==> src/rtl/reorder_buffer_if.sv <==
// Reorder buffer bundle: flush, decode-side allocation, execute-side completion,
// in-order commit and occupancy status.
interface reorder_buffer_if #(
  parameter int TW = 3
);
  logic          flush;
  logic          d_valid;
  logic [31:0]   d_pc;
  logic [4:0]    d_dest;
  logic          d_regwrite;
  logic [TW-1:0] d_tag;
  logic          full;
  logic          empty;
  logic          w_valid;
  logic [TW-1:0] w_tag;
  logic [31:0]   w_result;
  logic          c_valid;
  logic [31:0]   c_pc;
  logic [4:0]    c_dest;
  logic [31:0]   c_data;
  logic          c_regwrite;
  logic [TW:0]   count;

  modport master (
    output flush, d_valid, d_pc, d_dest, d_regwrite, w_valid, w_tag, w_result,
    input  d_tag, full, empty, c_valid, c_pc, c_dest, c_data, c_regwrite, count
  );

  modport slave (
    input  flush, d_valid, d_pc, d_dest, d_regwrite, w_valid, w_tag, w_result,
    output d_tag, full, empty, c_valid, c_pc, c_dest, c_data, c_regwrite, count
  );
endinterface

==> src/rtl/reorder_buffer.sv <==
// Circular reorder buffer: allocates at tail, accepts out-of-order completions,
// retires one completed entry per cycle strictly from head.
module reorder_buffer #(
  parameter int DEPTH = 8,
  parameter int TW    = 3
) (
  input logic              clk,
  input logic              rst,
  reorder_buffer_if.slave  rob
);
  localparam logic [TW:0] FULL_CNT = (TW+1)'(DEPTH);

  logic [TW-1:0]  head;
  logic [TW-1:0]  tail;
  logic [TW:0]    cnt;
  logic [DEPTH-1:0] busy;
  logic [DEPTH-1:0] done;
  logic [31:0]    pc_mem  [DEPTH];
  logic [4:0]     dest_mem[DEPTH];
  logic [31:0]    res_mem [DEPTH];
  logic [DEPTH-1:0] rw_mem;

  logic        full;
  logic        alloc;
  logic        complete;
  logic        retire;
  logic        c_valid_q;
  logic [31:0] c_pc_q;
  logic [4:0]  c_dest_q;
  logic [31:0] c_data_q;
  logic        c_regwrite_q;

  // Fullness comes from the pre-edge count, so a same-cycle retire never makes room.
  assign full     = (cnt == FULL_CNT);
  assign alloc    = rob.d_valid && !full && !rob.flush;
  assign complete = rob.w_valid && busy[rob.w_tag] && !rob.flush;
  assign retire   = busy[head] && done[head];

  assign rob.d_tag      = tail;
  assign rob.full       = full;
  assign rob.empty      = (cnt == '0);
  assign rob.count      = cnt;
  assign rob.c_valid    = c_valid_q;
  assign rob.c_pc       = c_pc_q;
  assign rob.c_dest     = c_dest_q;
  assign rob.c_data     = c_data_q;
  assign rob.c_regwrite = c_regwrite_q;

  always_ff @(posedge clk) begin
    if (rst) begin
      head         <= '0;
      tail         <= '0;
      cnt          <= '0;
      busy         <= '0;
      done         <= '0;
      c_valid_q    <= 1'b0;
      c_pc_q       <= '0;
      c_dest_q     <= '0;
      c_data_q     <= '0;
      c_regwrite_q <= 1'b0;
    end else if (rob.flush) begin
      head         <= '0;
      tail         <= '0;
      cnt          <= '0;
      busy         <= '0;
      done         <= '0;
      c_valid_q    <= 1'b0;
      c_regwrite_q <= 1'b0;
    end else begin
      if (complete)
        done[rob.w_tag] <= 1'b1;
      // Retire clears head after any completion write so a stale done cannot linger.
      if (retire) begin
        busy[head]   <= 1'b0;
        done[head]   <= 1'b0;
        head         <= head + TW'(1);
        c_valid_q    <= 1'b1;
        c_pc_q       <= pc_mem[head];
        c_dest_q     <= dest_mem[head];
        c_data_q     <= res_mem[head];
        c_regwrite_q <= rw_mem[head];
      end else begin
        c_valid_q    <= 1'b0;
        c_regwrite_q <= 1'b0;
      end
      if (alloc) begin
        busy[tail] <= 1'b1;
        done[tail] <= 1'b0;
        tail       <= tail + TW'(1);
      end
      case ({alloc, retire})
        2'b10:   cnt <= cnt + (TW+1)'(1);
        2'b01:   cnt <= cnt - (TW+1)'(1);
        default: cnt <= cnt;
      endcase
    end
  end

  // Payload storage needs no reset; busy/done decide whether it is meaningful.
  always_ff @(posedge clk) begin
    if (alloc) begin
      pc_mem[tail]   <= rob.d_pc;
      dest_mem[tail] <= rob.d_dest;
      rw_mem[tail]   <= rob.d_regwrite;
    end
    if (complete)
      res_mem[rob.w_tag] <= rob.w_result;
  end
endmodule

==> src/flat_wrapper.sv <==
// flat-port wrapper written by rule: the top's interface ports become plain ports
module reorder_buffer_flat 
#(
  parameter int DEPTH = 8,
  parameter int TW    = 3
)
  (clk, rst, rob_flush, rob_d_valid, rob_d_pc, rob_d_dest, rob_d_regwrite, rob_w_valid, rob_w_tag, rob_w_result, rob_d_tag, rob_full, rob_empty, rob_c_valid, rob_c_pc, rob_c_dest, rob_c_data, rob_c_regwrite, rob_count);
  reorder_buffer_if #(.TW(TW)) rob_i ();
  input logic clk;
  input logic rst;
  input wire logic [$bits(rob_i.flush)-1:0] rob_flush;
  input wire logic [$bits(rob_i.d_valid)-1:0] rob_d_valid;
  input wire logic [$bits(rob_i.d_pc)-1:0] rob_d_pc;
  input wire logic [$bits(rob_i.d_dest)-1:0] rob_d_dest;
  input wire logic [$bits(rob_i.d_regwrite)-1:0] rob_d_regwrite;
  input wire logic [$bits(rob_i.w_valid)-1:0] rob_w_valid;
  input wire logic [$bits(rob_i.w_tag)-1:0] rob_w_tag;
  input wire logic [$bits(rob_i.w_result)-1:0] rob_w_result;
  output wire logic [$bits(rob_i.d_tag)-1:0] rob_d_tag;
  output wire logic [$bits(rob_i.full)-1:0] rob_full;
  output wire logic [$bits(rob_i.empty)-1:0] rob_empty;
  output wire logic [$bits(rob_i.c_valid)-1:0] rob_c_valid;
  output wire logic [$bits(rob_i.c_pc)-1:0] rob_c_pc;
  output wire logic [$bits(rob_i.c_dest)-1:0] rob_c_dest;
  output wire logic [$bits(rob_i.c_data)-1:0] rob_c_data;
  output wire logic [$bits(rob_i.c_regwrite)-1:0] rob_c_regwrite;
  output wire logic [$bits(rob_i.count)-1:0] rob_count;
  assign rob_i.flush = rob_flush;
  assign rob_i.d_valid = rob_d_valid;
  assign rob_i.d_pc = rob_d_pc;
  assign rob_i.d_dest = rob_d_dest;
  assign rob_i.d_regwrite = rob_d_regwrite;
  assign rob_i.w_valid = rob_w_valid;
  assign rob_i.w_tag = rob_w_tag;
  assign rob_i.w_result = rob_w_result;
  assign rob_d_tag = rob_i.d_tag;
  assign rob_full = rob_i.full;
  assign rob_empty = rob_i.empty;
  assign rob_c_valid = rob_i.c_valid;
  assign rob_c_pc = rob_i.c_pc;
  assign rob_c_dest = rob_i.c_dest;
  assign rob_c_data = rob_i.c_data;
  assign rob_c_regwrite = rob_i.c_regwrite;
  assign rob_count = rob_i.count;
  reorder_buffer #(.DEPTH(DEPTH), .TW(TW)) u_core (.clk(clk), .rst(rst), .rob(rob_i));
endmodule
==> config.mk <==
export PLATFORM = sky130hd
export DESIGN_NAME = reorder_buffer_flat
export DESIGN_NICKNAME = d
export VERILOG_FILES = /design/src/rtl/reorder_buffer_if.sv /design/src/rtl/reorder_buffer.sv /design/src/flat_wrapper.sv
export SDC_FILE = /design/constraint.sdc
export NUM_CORES = 1
export LEC_CHECK = 0
export ABC_AREA = 0
export BUFFER_PORTS_ARGS = -buffer_cell sky130_fd_sc_hd__buf_2
export CAP_MARGIN = 40
export CORE_ASPECT_RATIO = 0.8
export CORE_MARGIN = 2
export CORE_UTILIZATION = 45
export CTS_BUF_LIST = sky130_fd_sc_hd__clkbuf_4
export CTS_CLUSTER_DIAMETER = 80
export DETAILED_ROUTE_END_ITERATION = 8
export HOLD_SLACK_MARGIN = 0.15
export RECOVER_POWER = 100
export SYNTH_ARGS = -nofsm -noshare
export SYNTH_HDL_FRONTEND = slang
export SYNTH_SLANG_ARGS = --single-unit
==> constraint.sdc <==
create_clock -name clk -period 7.6 [get_ports clk]
set_input_delay 1.52 -clock clk [delete_from_list [all_inputs] [get_ports clk]]
set_output_delay 1.52 -clock clk [all_outputs]
set_load 0.01 [all_outputs]
Word-level counts from Yosys, hierarchy flattened
Memories as Yosys holds them, arrays and structs flattened. A register that Yosys moved wholly into a read port is not among the register bits.
Cells that the tools add are included.

operators by class
  add/subtract/negate cells = 4
  reduce and logical (&&, ||, !) cells = 15
  equality and inequality tests = 3
  magnitude comparators = 6
  mux-type cells = 32
  bitwise gates (word level) = 9

operator list
  cell                 count
  $mux 8               11
  $and 8x8->8          3
  $not 8->8            2
  $or 8x8->8           2
  $bmux 1 s3           4
  $lt 3x4->1 const B   3
  $mux 1               12
  $demux 1 s3          3
  $ge 3x1->1 const B   3
  $bwmux 8             1
  $logic_and 1x1->1    8
  $pmux 4 s2           1
  $add 3x1->3 const B  2
  $add 4x1->4 const B  1
  $eq 4x4->1 const B   1
  $logic_not 4->1      1
  $sub 4x1->4 const B  1
  $reduce_or 3->1      1
  $eq 2x1->1 const B   1
  $eq 2x2->1 const B   1
  $logic_not 1->1      2
  $not 1->1            2
  $reduce_and 2->1     1
  $reduce_bool 2->1    1
  $reduce_or 2->1      1

storage, ports and cells
  register bits after elaboration = 36
  memories = 3
  RAM bits = 552
  word-level logic and storage cells = 80

memory list
  name             depth  width  read ports  clocked after memory_dff  write ports  line                  text
  u_core.pc_mem    8      32     1           1                         1            reorder_buffer.sv:18  logic [31:0] pc_mem [DEPTH];
  u_core.res_mem   8      32     1           1                         1            reorder_buffer.sv:20  logic [31:0] res_mem [DEPTH];
  u_core.dest_mem  8      5      1           1                         1            reorder_buffer.sv:19  logic [4:0] dest_mem[DEPTH];

Longest topological paths before layout
Gate-level depths: netlist of run 1.

  depth after elaboration = 14
  mapped depth = 13

Least setup slack after synthesis of run 1
No wires, ideal clock.

  path type = in2reg
  from = input port rob_w_tag[1]
  to = register u_core.done[0]
  arrival time = 5.918 ns
  slack = 1.592 ns
  setup time = 0.090 ns
  path buffers = 0
  data required time = 7.510 ns
  cell stages on the path = 4
  cell sequence = or3b_2 > nor4b_1 > o21ai_0 > nor3_1

on the way
  cells in the longest elaborated chain, start to end = 14
  elaborated cells between the ends (all ways) = 19
  those cells by class = order compare: 2; mux: 11; bitwise: 3; reduce/logical: 3

RTL lines
  element                                                                line                  text
  from (decl)                                                            flat_wrapper.sv:17    input wire logic [$bits(rob_i.w_tag)-1:0] rob_w_tag;
  $lt 3x4->1 (not written as such) / $ge 3x1->1 (equally long branches)  reorder_buffer.sv:71  done[rob.w_tag] <= 1'b1;
  $logic_and 1x1->1 (not written as such)                                reorder_buffer.sv:71
  $mux 1 (not written as such)                                           reorder_buffer.sv:71
  $demux 1 s3                                                            --
  $or 8x8->8 (no source line)                                            --
  $mux 8 *                                                               reorder_buffer.sv:70  if (complete)
  $mux 8 *                                                               reorder_buffer.sv:61  end else if (rob.flush) begin
  $mux 8 *                                                               reorder_buffer.sv:50  if (rst) begin
  $and 8x8->8 (no source line)                                           --
  $mux 8 *                                                               reorder_buffer.sv:73  if (retire) begin
  $mux 8 *                                                               reorder_buffer.sv:61
  $mux 8 *                                                               reorder_buffer.sv:50
  $and 8x8->8 (no source line)                                           --
  $mux 8 *                                                               reorder_buffer.sv:86  if (alloc) begin
  to (signal assigned)                                                   reorder_buffer.sv:55  done <= '0;
  to (signal assigned)                                                   reorder_buffer.sv:66  done <= '0;
  to (signal, indexed assignment)                                        reorder_buffer.sv:88  done[tail] <= 1'b0;
  to (decl)                                                              reorder_buffer.sv:17  logic [DEPTH-1:0] done;

Every way passes the cells marked *; elsewhere a longest branch is shown, timed or not. The select of a mux whose other input is x is not followed.
A chain may end at the register's enable or synchronous reset.

Worst setup path after layout of run 1
  from = register u_core.head[0]
  to = register u_core.c_data_q[1] (netlist: u_core.rob.c_data[1]), read port of u_core.res_mem

on the way
  cells in the longest elaborated chain, start to end = 4
  elaborated cells between the ends (all ways) = 6
  those cells by class = mux: 4; reduce/logical: 2

RTL lines
  element                            line                  text
  from (decl)                        reorder_buffer.sv:13  logic [TW-1:0] head;
  from (signal assigned)             reorder_buffer.sv:76  head <= head + TW'(1);
  $bmux 1 s3                         reorder_buffer.sv:37  assign retire = busy[head] && done[head];
  $mux 1 (not written as such)       reorder_buffer.sv:37
  $logic_and 1x1->1                  reorder_buffer.sv:37
  $reduce_and 2->1 (no source line)  --
  to (decl)                          reorder_buffer.sv:30  logic [31:0] c_data_q;

Parallel ways exist; a longest one is shown, timed or not. The select of a mux whose other input is x is not followed.

==> impl_metrics.yaml, run 1 <==
outcome:
  status: "finished with violations"
  violations: "capacitance limit, slew limit"
final_layout:
  fin_util: 0.5213
  final_cells: 2403
  area_growth_pct: 14.82
  layout-drive-gt1-share: 0.3015
  layout.nets: 1589
route:
  totalWireLength_mm: 52.42
  drtIter0Drc: 819
  wl_per_cell_um: 21.82
  route.detailed.drc: 0
  dr.pass1.iters: 5
  num_vias: 12646
  ant_nets: 0
  viasPerCell: 5.263
clock_network:
  cts_made_buffers: 163
  clockBufferDepth: 3
  cts_tree: "done"
  cts-root-buf: "clkbuf_4"
  ctsResizeCount: 0
  cts_hold_buf: 0
  cts_max_level: 4
  clock_latency_ns: 1.00
  cts_setup_buffers: 0
  clock-sinks: 657
  path_clk_slew_ns: 0.06
sta:
  skew_ns: 0.05210
  fin_crit_sh: 0.6730
  slew_headroom: -1.270
  finalHoldViolations: 0
  setup_viol: 0
  period_needed_ns: 5.115
  drv_slew: 662
  fin_tns_setup_ns: 0
  rsz0062_at_grt: "no"
  fmax_ghz: 0.1955
  tightest_slew_ns: 3.405
pwr:
  p_seq_frac: 0.549
  p_per_area_nw_per_um2: 248.7
  ir_drop_uv: 113.1
  p_int_uw: 5683
  combPwrFrac: 0.014
  switching_share: 0.2044
  p_sw_uw: 1460
  leakage_uw: 0.008678
  power.clock.fraction: 0.437
die:
  rows: 77
  ios: 158
  die_h_um: 214.9
  initial_core_util: 0.4540
  dieWidth_um: 267.6
  fp.coreArea_um2: 55110
  die_area_um2: 57510
worst_setup_path:
  critPathBufInv: 3
  worstPathArrival_ns: 5.84
  worstSetupPathType: "flop to flop"
  cp_top_family: "buffers and inverters"
  path_max_fanout: 39
  crit_slowest_cell: "clkbuf_1"
  end_kind: "flop"
  critPathMaxStageDelay_ns: 2.31
  path_cells: "clkbuf_1 -> buf_4 -> buf_16 -> mux4_2 -> mux2i_1 -> a211oi_2"
  crit_path_start_kind: "flop"
  required_ns: 8.32
synth:
  synth_edf_count: 560
  syn_inst: 1228
  ys_async_sr_fraction: 0
  ys_seq_area_frac: 0.7498
  synth_warnings: 0
  synth_largest_area_cell: "edfxtp_1"
  syn-num-nets: 1311
  ys_types: 41
  syn_avg_cell_area_um2: 20.37
  synth_top_cell_area_share: 0.6722
  synthFlopType: "edfxtp_1"
  synth_area_leaders: "edfxtp_1 67%, mux4_2 13%, dfxtp_1 7.8%"
  ys_ff_latch: 657
  synth_area_um2: 25020
place:
  placed_cells: 2091
  hpwl_mm: 27.06
  gp_congestion: 0.7518
  numPortBuffers: 157
grt:
  grt_pass1_vias: 13197
  grt_pass1_wl_mm: 79.26
  grt_max_degree: 119
  track_usage: 0.1877
  grt_overflow: 0
  antenna_found_initial: 5
run:
  maxCapViolCount: 18
worst_hold_path:
  hp-class: "flop to flop"
-- per-stage QoR --
stage | area, um2 | hold WS, ns | power, uW | setup slack (ns)
finish | 28730 | 0.4822 | 7143 | 2.485
global route | 28720 | 0.5104 | 7450 | 1.900
CTS | 29090 | 0.4846 | 7256 | 3.957
detailed placement | 26810 | 0.4760 | 4109 | 3.836
global placement | 26670 | 0.4627 | 4102 | 3.870
floorplan | 25020 | 0.4410 | 4038 | 1.592
-- placed cells by master, fill, tap and decap left out, types with 6 or more instances in the layout --
cell / n
o21ai_0: 12
mux4_2: 142
dfxtp_1: 94
edfxtp_1: 560
a21oi_1: 10
clkinv_1: 25
mux2i_1: 78
nor3_1: 14
a211oi_1: 27
nand3_1: 6
nand2b_1: 7
clkbuf_4: 270
clkbuf_1: 171
diode_2: 8
nor2_1: 85
buf_4: 7
nand2_1: 10
a211oi_2: 42
-- path summary, 6_finish.rpt --
kind / start / end / slack, ns / cells after the start
worst max-delay path: u_core.head[0]$_SDFFE_PP0N_ / u_core.rob.c_data[1]$_SDFFE_PP0N_ / 2.49 / 6
worst min-delay path: u_core.busy[4]$_SDFF_PP0_ / u_core.busy[4]$_SDFF_PP0_ / 0.48 / 2
worst max register to register: u_core.head[0]$_SDFFE_PP0N_ / u_core.rob.c_data[1]$_SDFFE_PP0N_ / 2.49 / 6
worst min register to register: u_core.busy[4]$_SDFF_PP0_ / u_core.busy[4]$_SDFF_PP0_ / 0.48 / 2
-- synthesized netlist by cell type (all sizes together) (3+ instances only) --
cell type	instances
a211oi	69
a21oi	10
buf	45
clkbuf	30
dfxtp	97
edfxtp	560
ha	5
inv	8
mux2i	78
mux4	142
nand2	10
nand2b	7
nand3	6
nand3b	4
nor2	90
nor3	15
nor4	3
nor4b	3
o21a	5
o21ai	12
or3	5
xor2	5
-- worst register-to-register path: stages, from the launching register on --
cell and delay (ns):
dfxtp_4 0.73, clkbuf_1 2.31, buf_4 0.65, buf_16 0.31, mux4_2 0.58, mux2i_1 0.20
a211oi_2 0.09
-- layout make-up --
cell class                      instances  area [um2]
Antenna cell                            8       20.02
Tap cell                              750       938.4
Inverter                                8       30.03
Multi-Input combinational cell        488        5811
Sequential cell                       657       18770
Timing Repair Buffer                  188       872.1
Clock buffer                          270        2027
Fill cell                            4629       26380
Clock inverter                         34       259.0
-- power groups by stage --
| stage | sequential, uW | combinational [uW] | clock (uW) |
|---|---|---|---|
| 5_1_grt | 3920 | 112 | 3420 |
| 2_1_floorplan | 4000 | 36.8 | 0 |
| 6_report | 3920 | 100 | 3120 |
| 3_5_place_dp | 4000 | 109 | 0 |
| 3_3_place_gp | 4000 | 104 | 0 |
| 4_1_cts | 3920 | 110 | 3230 |
-- logic make-up after synthesis --
logic type	Yosys count	share of synthesized area
compound gates	109	0.04301
xor+xnor	6	0.002101
fa+ha+maj	5	0.002501
buf+inv	83	0.01645
flops	657	0.7498
mux	220	0.1590
simple gates	148	0.02711
-- layer usage --
layer	vias to the layer above	share of wire	routed length [um]	GRT usage
li1	5713	-	-	-
met1	6537	0.45	23640	0.2584
met2	315	0.47	24670	0.2802
met3	75	0.061	3202	0.06623
met4	6	0.017	869	0.06182
met5	-	0.00078	41	0
-- sequential cells by signal (all words and copies together) (netlist names) --
signal,cells
u_core.busy,8
u_core.dest_mem,40
u_core.done,8
u_core.head,3
u_core.pc_mem,256
u_core.res_mem,256
u_core.rob.c_data,32
u_core.rob.c_dest,5
u_core.rob.c_pc,32
u_core.rob.c_regwrite,1
u_core.rob.c_valid,1
u_core.rob.count,4
u_core.rob.d_tag,3
u_core.rw_mem,8
Note: power is estimated with default switching activity, not from simulation.
==> run 2: changes to the inputs <==
--- a/config.mk
+++ b/config.mk
@@ -5,7 +5,7 @@
 export SDC_FILE = /design/constraint.sdc
 export NUM_CORES = 1
 export LEC_CHECK = 0
-export ABC_AREA = 0
+export ABC_AREA = 1
 export BUFFER_PORTS_ARGS = -buffer_cell sky130_fd_sc_hd__buf_2
 export CAP_MARGIN = 40
 export CORE_ASPECT_RATIO = 0.8
==> constraint.sdc (replaced) <==
create_clock -name clk -period 4.7 [get_ports clk]
set_input_delay 0.94 -clock clk [delete_from_list [all_inputs] [get_ports clk]]
set_output_delay 0.94 -clock clk [all_outputs]
set_load 0.01 [all_outputs]
==> run 2 against run 1 <==
  * The run still ends with capacitance limit, slew limit left
  * Sequential share of layout area fell by 3.2 points
  * Critical endpoint is now u_core.res_mem[7][25]$_DFFE_PP_
  * Combinational power increased by 110%
  * Largest power group unchanged
  * Global-route usage grew 2.8 points
  * Largest cell class unchanged
==> impl_metrics.yaml, run 2 <==
clock_network:
  clock-sinks: 657
  ctsResizeCount: 0
  cts-root-buf: "clkbuf_4"
  path_clk_slew_ns: 0.07
  clock_latency_ns: 1.00
  cts_max_level: 4
  cts_made_buffers: 164
  cts_tree: "done"
  clockBufferDepth: 3
worst_setup_path:
  path_max_fanout: 32
  r2r-end: "u_core.res_mem[7][25]$_DFFE_PP_"
  critPathMostFrequentCell: "nand2_1"
  timing.rr.start: "u_core.busy[0]$_SDFF_PP0_"
  end_kind: "flop"
  r2r_slack_ns: 0.80
  reg2regPathDepth: 9
  critPathMaxStageDelay_ns: 1.87
  required_ns: 5.22
  crit_path_start_kind: "flop"
  worstPathArrival_ns: 4.42
  path_cells: "inv_1 -> o21ai_0 -> nand2_1 -> nand2_1 -> nand2_1 -> nand2_1 -> nand2_1 -> nor2_4 -> clkbuf_1"
  cp_top_family: "buffers and inverters"
  crit_slowest_cell: "clkbuf_1"
  worstSetupPathType: "flop to flop"
  critPathBufInv: 2
sta:
  slew_headroom: -1.084
  finalHoldViolations: 0
  tightest_slew_ns: 3.125
  fmax_ghz: 0.2563
  fin_crit_sh: 0.8301
  fin_tns_setup_ns: 0
  fin_ws_ns: 0.7984
  setup_viol: 0
  drv_slew: 686
  period_needed_ns: 3.902
  skew_ns: 0.05835
  rsz0062_at_grt: "no"
synth:
  ys_ff_latch: 657
  yosys.cell_count.top_type: "edfxtp_1"
  syn-num-nets: 2435
  synth_edf_count: 560
  ys_async_sr_fraction: 0
  synth_largest_area_cell: "edfxtp_1"
  synth_top_cells_by_count: "560 x edfxtp_1, 499 x nor2_1, 443 x nand2_1, 206 x inv_1, 169 x o21ai_0"
  synth_area_um2: 26150
  synth_warnings: 0
  syn_inst: 2352
  synthFlopType: "edfxtp_1"
  ys_seq_area_frac: 0.7174
  synth_top_cell_area_share: 0.6431
  syn_avg_cell_area_um2: 11.12
  synth_area_leaders: "edfxtp_1 64%, dfxtp_1 7.4%, nor2_1 7.2%"
  ys_types: 30
final_layout:
  area_growth_pct: 15.42
  regArea_um2: 18760
  multi_input_comb_area_um2: 6057
  layout-drive-gt1-share: 0.1104
  layout.nets: 2739
  layout_common_cells: "560 x edfxtp_1, 496 x nor2_1, 443 x nand2_1"
  mostFrequentLayoutCell: "edfxtp_1"
  fill_cells: 5209
  reg_top3: "u_core.pc_mem: 256 flops, u_core.res_mem: 256 flops, u_core.dest_mem: 40 flops"
place:
  gp_congestion: 0.8581
  numPortBuffers: 157
  hpwl_mm: 34.30
  dpl_worst_slack_ns: 1.364
die:
  dieWidth_um: 273.5
  rows: 79
  die_h_um: 219.6
  ios: 158
  die_area_um2: 60060
  initial_core_util: 0.4522
  fp.coreArea_um2: 57820
grt:
  grt_pass1_vias: 17302
  grt_overflow: 0
  grt_pass1_wl_mm: 98.34
  grt_max_degree: 229
  antenna_found_initial: 7
  track_usage: 0.2157
route:
  totalWireLength_mm: 63.77
  route.detailed.drc: 0
  dr.pass1.iters: 5
  wl_per_cell_um: 17.89
  viasPerCell: 4.985
  drtIter0Drc: 1464
  num_vias: 17767
  ant_nets: 0
worst_hold_path:
  hold_start: "rst"
  min_to: "u_core.busy[0]$_SDFF_PP0_"
  hp-class: "primary input to flop"
  holdPathStages: 4
pwr:
  leakage_uw: 0.01159
  ir_drop_uv: 142.8
  p_per_area_nw_per_um2: 373.4
outcome:
  status: "finished with violations"
  violations: "capacitance limit, slew limit"
run:
  maxCapViolCount: 15
==> run 2: cell types whose count changed after synthesis, sizes merged, moves of 16 or more <==
cell    delta
a211oi    -69
buf       +16
clkbuf    +24
inv      +203
mux2i     -78
mux4     -142
nand2    +436
nand3     +75
nand3b    +44
nand4     +31
nor2     +415
o211ai    +46
o21ai    +167
==> run 2: worst max path at each step <==
stage          cells past startpoint                        startpoint                          endpoint  slack (ns)
6_report                           9         u_core.busy[0]$_SDFF_PP0_   u_core.res_mem[7][25]$_DFFE_PP_        0.80
5_1_grt                            7  u_core.rob.count[2]$_SDFFE_PP0P_    u_core.pc_mem[7][27]$_DFFE_PP_        0.48
4_1_cts                           15       u_core.head[0]$_SDFFE_PP0N_  u_core.rob.count[2]$_SDFFE_PP0P_        1.37
3_5_place_dp                       7                         rob_flush    u_core.pc_mem[0][23]$_DFFE_PP_        1.36
3_3_place_gp                      15       u_core.head[0]$_SDFFE_PP0N_  u_core.rob.count[2]$_SDFFE_PP0P_        1.46
2_1_floorplan                      3                         rob_flush   u_core.dest_mem[5][0]$_DFFE_PP_        0.24
==> run 2: tightest hold or removal path, cell delays in order <==
cell     delay (ns)
buf_2          0.09
nor2_1         0.13
nand2_1        0.10
inv_1          0.03
==> run 2: area by class of cell <==
type	count	share of cell area
antenna	4	0.0003316
timing repair buffer	253	0.04979
inverter	212	0.02645
multi-input combinational	1368	0.2007
sequential	657	0.6216
clock inverter	62	0.009784
tap	769	0.03188
clock buffer	239	0.05945
==> run 2: cell families after synthesis <==
group	count (synthesis)	share of synthesized area
AOI/OAI and AO/OA	238	0.05024
DFF	657	0.7174
adders and majority gates	5	0.002392
buffers and inverters	327	0.05225
xor gates and xnor gates	4	0.001340
and+or+nand+nor	1121	0.1764
==> run 2: metrics by stage <==
step	power, uW	utilization	cell area [um2]	instances	hold slack [ns]
5_1_grt	11740	0.5220	30180	3564	0.2850
3_3_place_gp	6645	0.4792	27710	3196	0.4949
3_5_place_dp	6654	0.4807	27800	3200	0.4988
2_1_floorplan	6530	-	26150	2352	0.4749
4_1_cts	11430	0.5271	30480	3560	0.1509
6_report	11270	0.5220	30180	3564	0.3398
==> run 2: layer usage <==
layer,track usage,share of wire,wire (um)
met4,0.08488,0.017,1101
met2,0.3265,0.45,28620
met5,0,0.00072,46
met1,0.3049,0.47,29830
met3,0.04664,0.065,4167
==> run 2: repair_timing <==
item | CTS | global route
buffers inserted | 0 | 0
hold endpoints to repair | 391 | 0
hold buffers | 59 | 0
==> run 2: power by group <==
part | leakage (uW) | switching [uW] | internal, uW
Combinational | 0.00454 | 148 | 66.6
Clock | 0.00122 | 2310 | 2400
Sequential | 0.00583 | 7.25 | 6340
==> run 3: changes to the inputs <==
==> constraint.sdc (replaced) <==
create_clock -name clk -period 3.7 [get_ports clk]
set_input_delay 0.74 -clock clk [delete_from_list [all_inputs] [get_ports clk]]
set_output_delay 0.74 -clock clk [all_outputs]
set_load 0.01 [all_outputs]
==> run 3 against run 2 <==
  * The flow still finishes with violations (capacitance limit, slew limit)
  * Critical path depth up 3
  * Sequential share of layout area shrank 0.56 points
  * Die area did not move
  * First-iteration DRC count shrank 3.6%
  * Final cell count increased by 0.56%
  * Clock power rose by 30%
  * Fmax increased by 20%
  * Global-route usage decreased by 0.92 points
  * Worst hold slack lost 0.043 ns
  * Non-clock buffer count up 22
  * Critical endpoint is now u_core.rob.c_pc[17]$_SDFFE_PP0N_
  * Sequential cell count unchanged
==> impl_metrics.yaml, run 3 (synthesis results as in run 2) <==
pwr:
  power.clock.fraction: 0.423
  p_int_uw: 11430
  leakage_uw: 0.01173
  switching_share: 0.2099
  total_power_uw: 14460
  combPwrFrac: 0.020
  p_sw_uw: 3035
  p_seq_frac: 0.557
  ir_drop_uv: 229.6
  p_per_area_nw_per_um2: 474.8
worst_setup_path:
  required_ns: 4.58
  end_kind: "flop"
  crit_path_start_kind: "flop"
  r2r-end: "u_core.rob.c_pc[17]$_SDFFE_PP0N_"
  worstSetupPathType: "flop to flop"
  r2r_slack_ns: 0.45
  worstPathArrival_ns: 4.12
  cp-startpoint: "u_core.head[2]$_SDFFE_PP0N_"
  timing.rr.start: "u_core.head[2]$_SDFFE_PP0N_"
  reg2regPathDepth: 12
  path_max_fanout: 56
final_layout:
  area_growth_pct: 16.48
  layout_common_cells: "560 x edfxtp_1, 495 x nor2_1, 442 x nand2_1"
  layout-drive-gt1-share: 0.1169
  fill_cells: 5159
  fin_util: 0.5267
  final_cells: 3584
  layout.nets: 2761
  reg_top3: "u_core.pc_mem: 256 flops, u_core.res_mem: 256 flops, u_core.dest_mem: 40 flops"
  regArea_um2: 18760
  mostFrequentLayoutCell: "edfxtp_1"
  design_area_um2: 30460
  multi_input_comb_area_um2: 6075
clock_network:
  cts_setup_buffers: 0
  clock_latency_ns: 1.01
  clock-sinks: 657
  ctsResizeCount: 0
  cts_max_level: 4
  cts_tree: "done"
  cts_hold_buf: 74
  cts-root-buf: "clkbuf_4"
  clockBufferDepth: 3
  path_clk_slew_ns: 0.06
  cts_made_buffers: 164
grt:
  grt_pass1_vias: 16721
  grt_pass1_wl_mm: 94.23
  grt_overflow: 0
  track_usage: 0.2065
  grt_max_degree: 128
  antenna_found_initial: 6
place:
  gp_congestion: 0.8435
  place_area_um2: 27860
  numPortBuffers: 157
  hpwl_mm: 34.11
  placed_cells: 3207
sta:
  period_needed_ns: 3.245
  setup_viol: 0
  tightest_slew_ns: 1.750
  drv_slew: 67
  fin_crit_sh: 0.8771
  rsz0062_at_grt: "no"
  slew_headroom: -0.1668
  skew_ns: 0.06852
  finalHoldViolations: 0
  timing.hold.ws_ns: 0.2963
  fmax_ghz: 0.3081
route:
  ant_nets: 0
  route.detailed.drc: 0
  num_vias: 17464
  drtIter0Drc: 1412
  dr.pass1.iters: 5
  viasPerCell: 4.873
  totalWireLength_mm: 61.28
  wl_per_cell_um: 17.10
die:
  initial_core_util: 0.4522
  rows: 79
  fp.coreArea_um2: 57820
  dieWidth_um: 273.5
  ios: 158
  die_area_um2: 60060
  die_h_um: 219.6
run:
  maxCapViolCount: 3
worst_hold_path:
  hp-class: "primary input to flop"
  hold_start: "rob_w_tag[2]"
  min_to: "u_core.done[0]$_SDFF_PP0_"
  holdPathStages: 6
outcome:
  status: "finished with violations"
  violations: "capacitance limit, slew limit"
## run 3: changes by cell type in the layout (fill, tap and decap cells not counted), sizes merged, moves of 2 or more
cell / previous run / this run
clkbuf: 407 / 429
buf: 26 / 29
diode: 4 / 9
clkinvlp: 8 / 3
clkinv: 49 / 30
dlygate4sd3: 59 / 74
inv: 216 / 214
## run 3: layout make-up
cell class | instances | share of cell area
multi-input cells | 1368 | 0.1994
clock buffers | 257 | 0.06334
clock inverters | 37 | 0.006655
repair buffers | 275 | 0.05603
well taps | 769 | 0.03159
inverters | 212 | 0.02621
flip-flops and latches | 657 | 0.6160
diodes | 9 | 0.0007394
## run 3: power groups by stage
stage / Clock [uW] / Sequential, uW / Combinational (uW)
floorplan: 0 / 8220 / 70.1
detailed placement: 0 / 8220 / 232
global route: 6680 / 8060 / 312
finish: 6120 / 8060 / 282
CTS: 6310 / 8060 / 299
global placement: 0 / 8220 / 223
## run 3: critical path, stage by stage, from the launching register on
cell and delay [ns]:
dfxtp_1 0.50, inv_1 0.16, nor2_4 0.12, buf_4 0.27, nand3_1 0.10, nand2_1 0.08, inv_1 0.04, nand2_2 0.06
clkbuf_1 0.61, nand3_4 0.47, buf_12 0.34, nor2_1 0.22, nor2_1 0.07
## run 3: worst max-delay path by stage
stage / end / slack, ns / cells past startpoint
6_report: u_core.rob.c_pc[17]$_SDFFE_PP0N_ / 0.45 / 12
5_1_grt: u_core.busy[0]$_SDFF_PP0_ / 0.19 / 12
4_1_cts: u_core.rob.count[2]$_SDFFE_PP0P_ / 0.62 / 15
3_5_place_dp: u_core.rob.count[2]$_SDFFE_PP0P_ / 0.63 / 15
3_3_place_gp: u_core.rob.count[2]$_SDFFE_PP0P_ / 0.69 / 15
2_1_floorplan: u_core.dest_mem[5][0]$_DFFE_PP_ / -0.56 / 3
## run 3: metrics by stage
step,setup TNS [ns],setup slack (ns)
3_3_place_gp,0,0.6865
6_report,0,0.4546
4_1_cts,0,0.6205
5_1_grt,0,0.1905
2_1_floorplan,-66.60,-0.5605
3_5_place_dp,0,0.6320
## run 3: routing by layer
metal  track usage  vias up  wire (um)
li1              -     8658          -
met1        0.2928     8254      29180
met2        0.3085      446      27740
met3       0.04816      102       3185
met4       0.08179        4       1153
met5             0        -         24
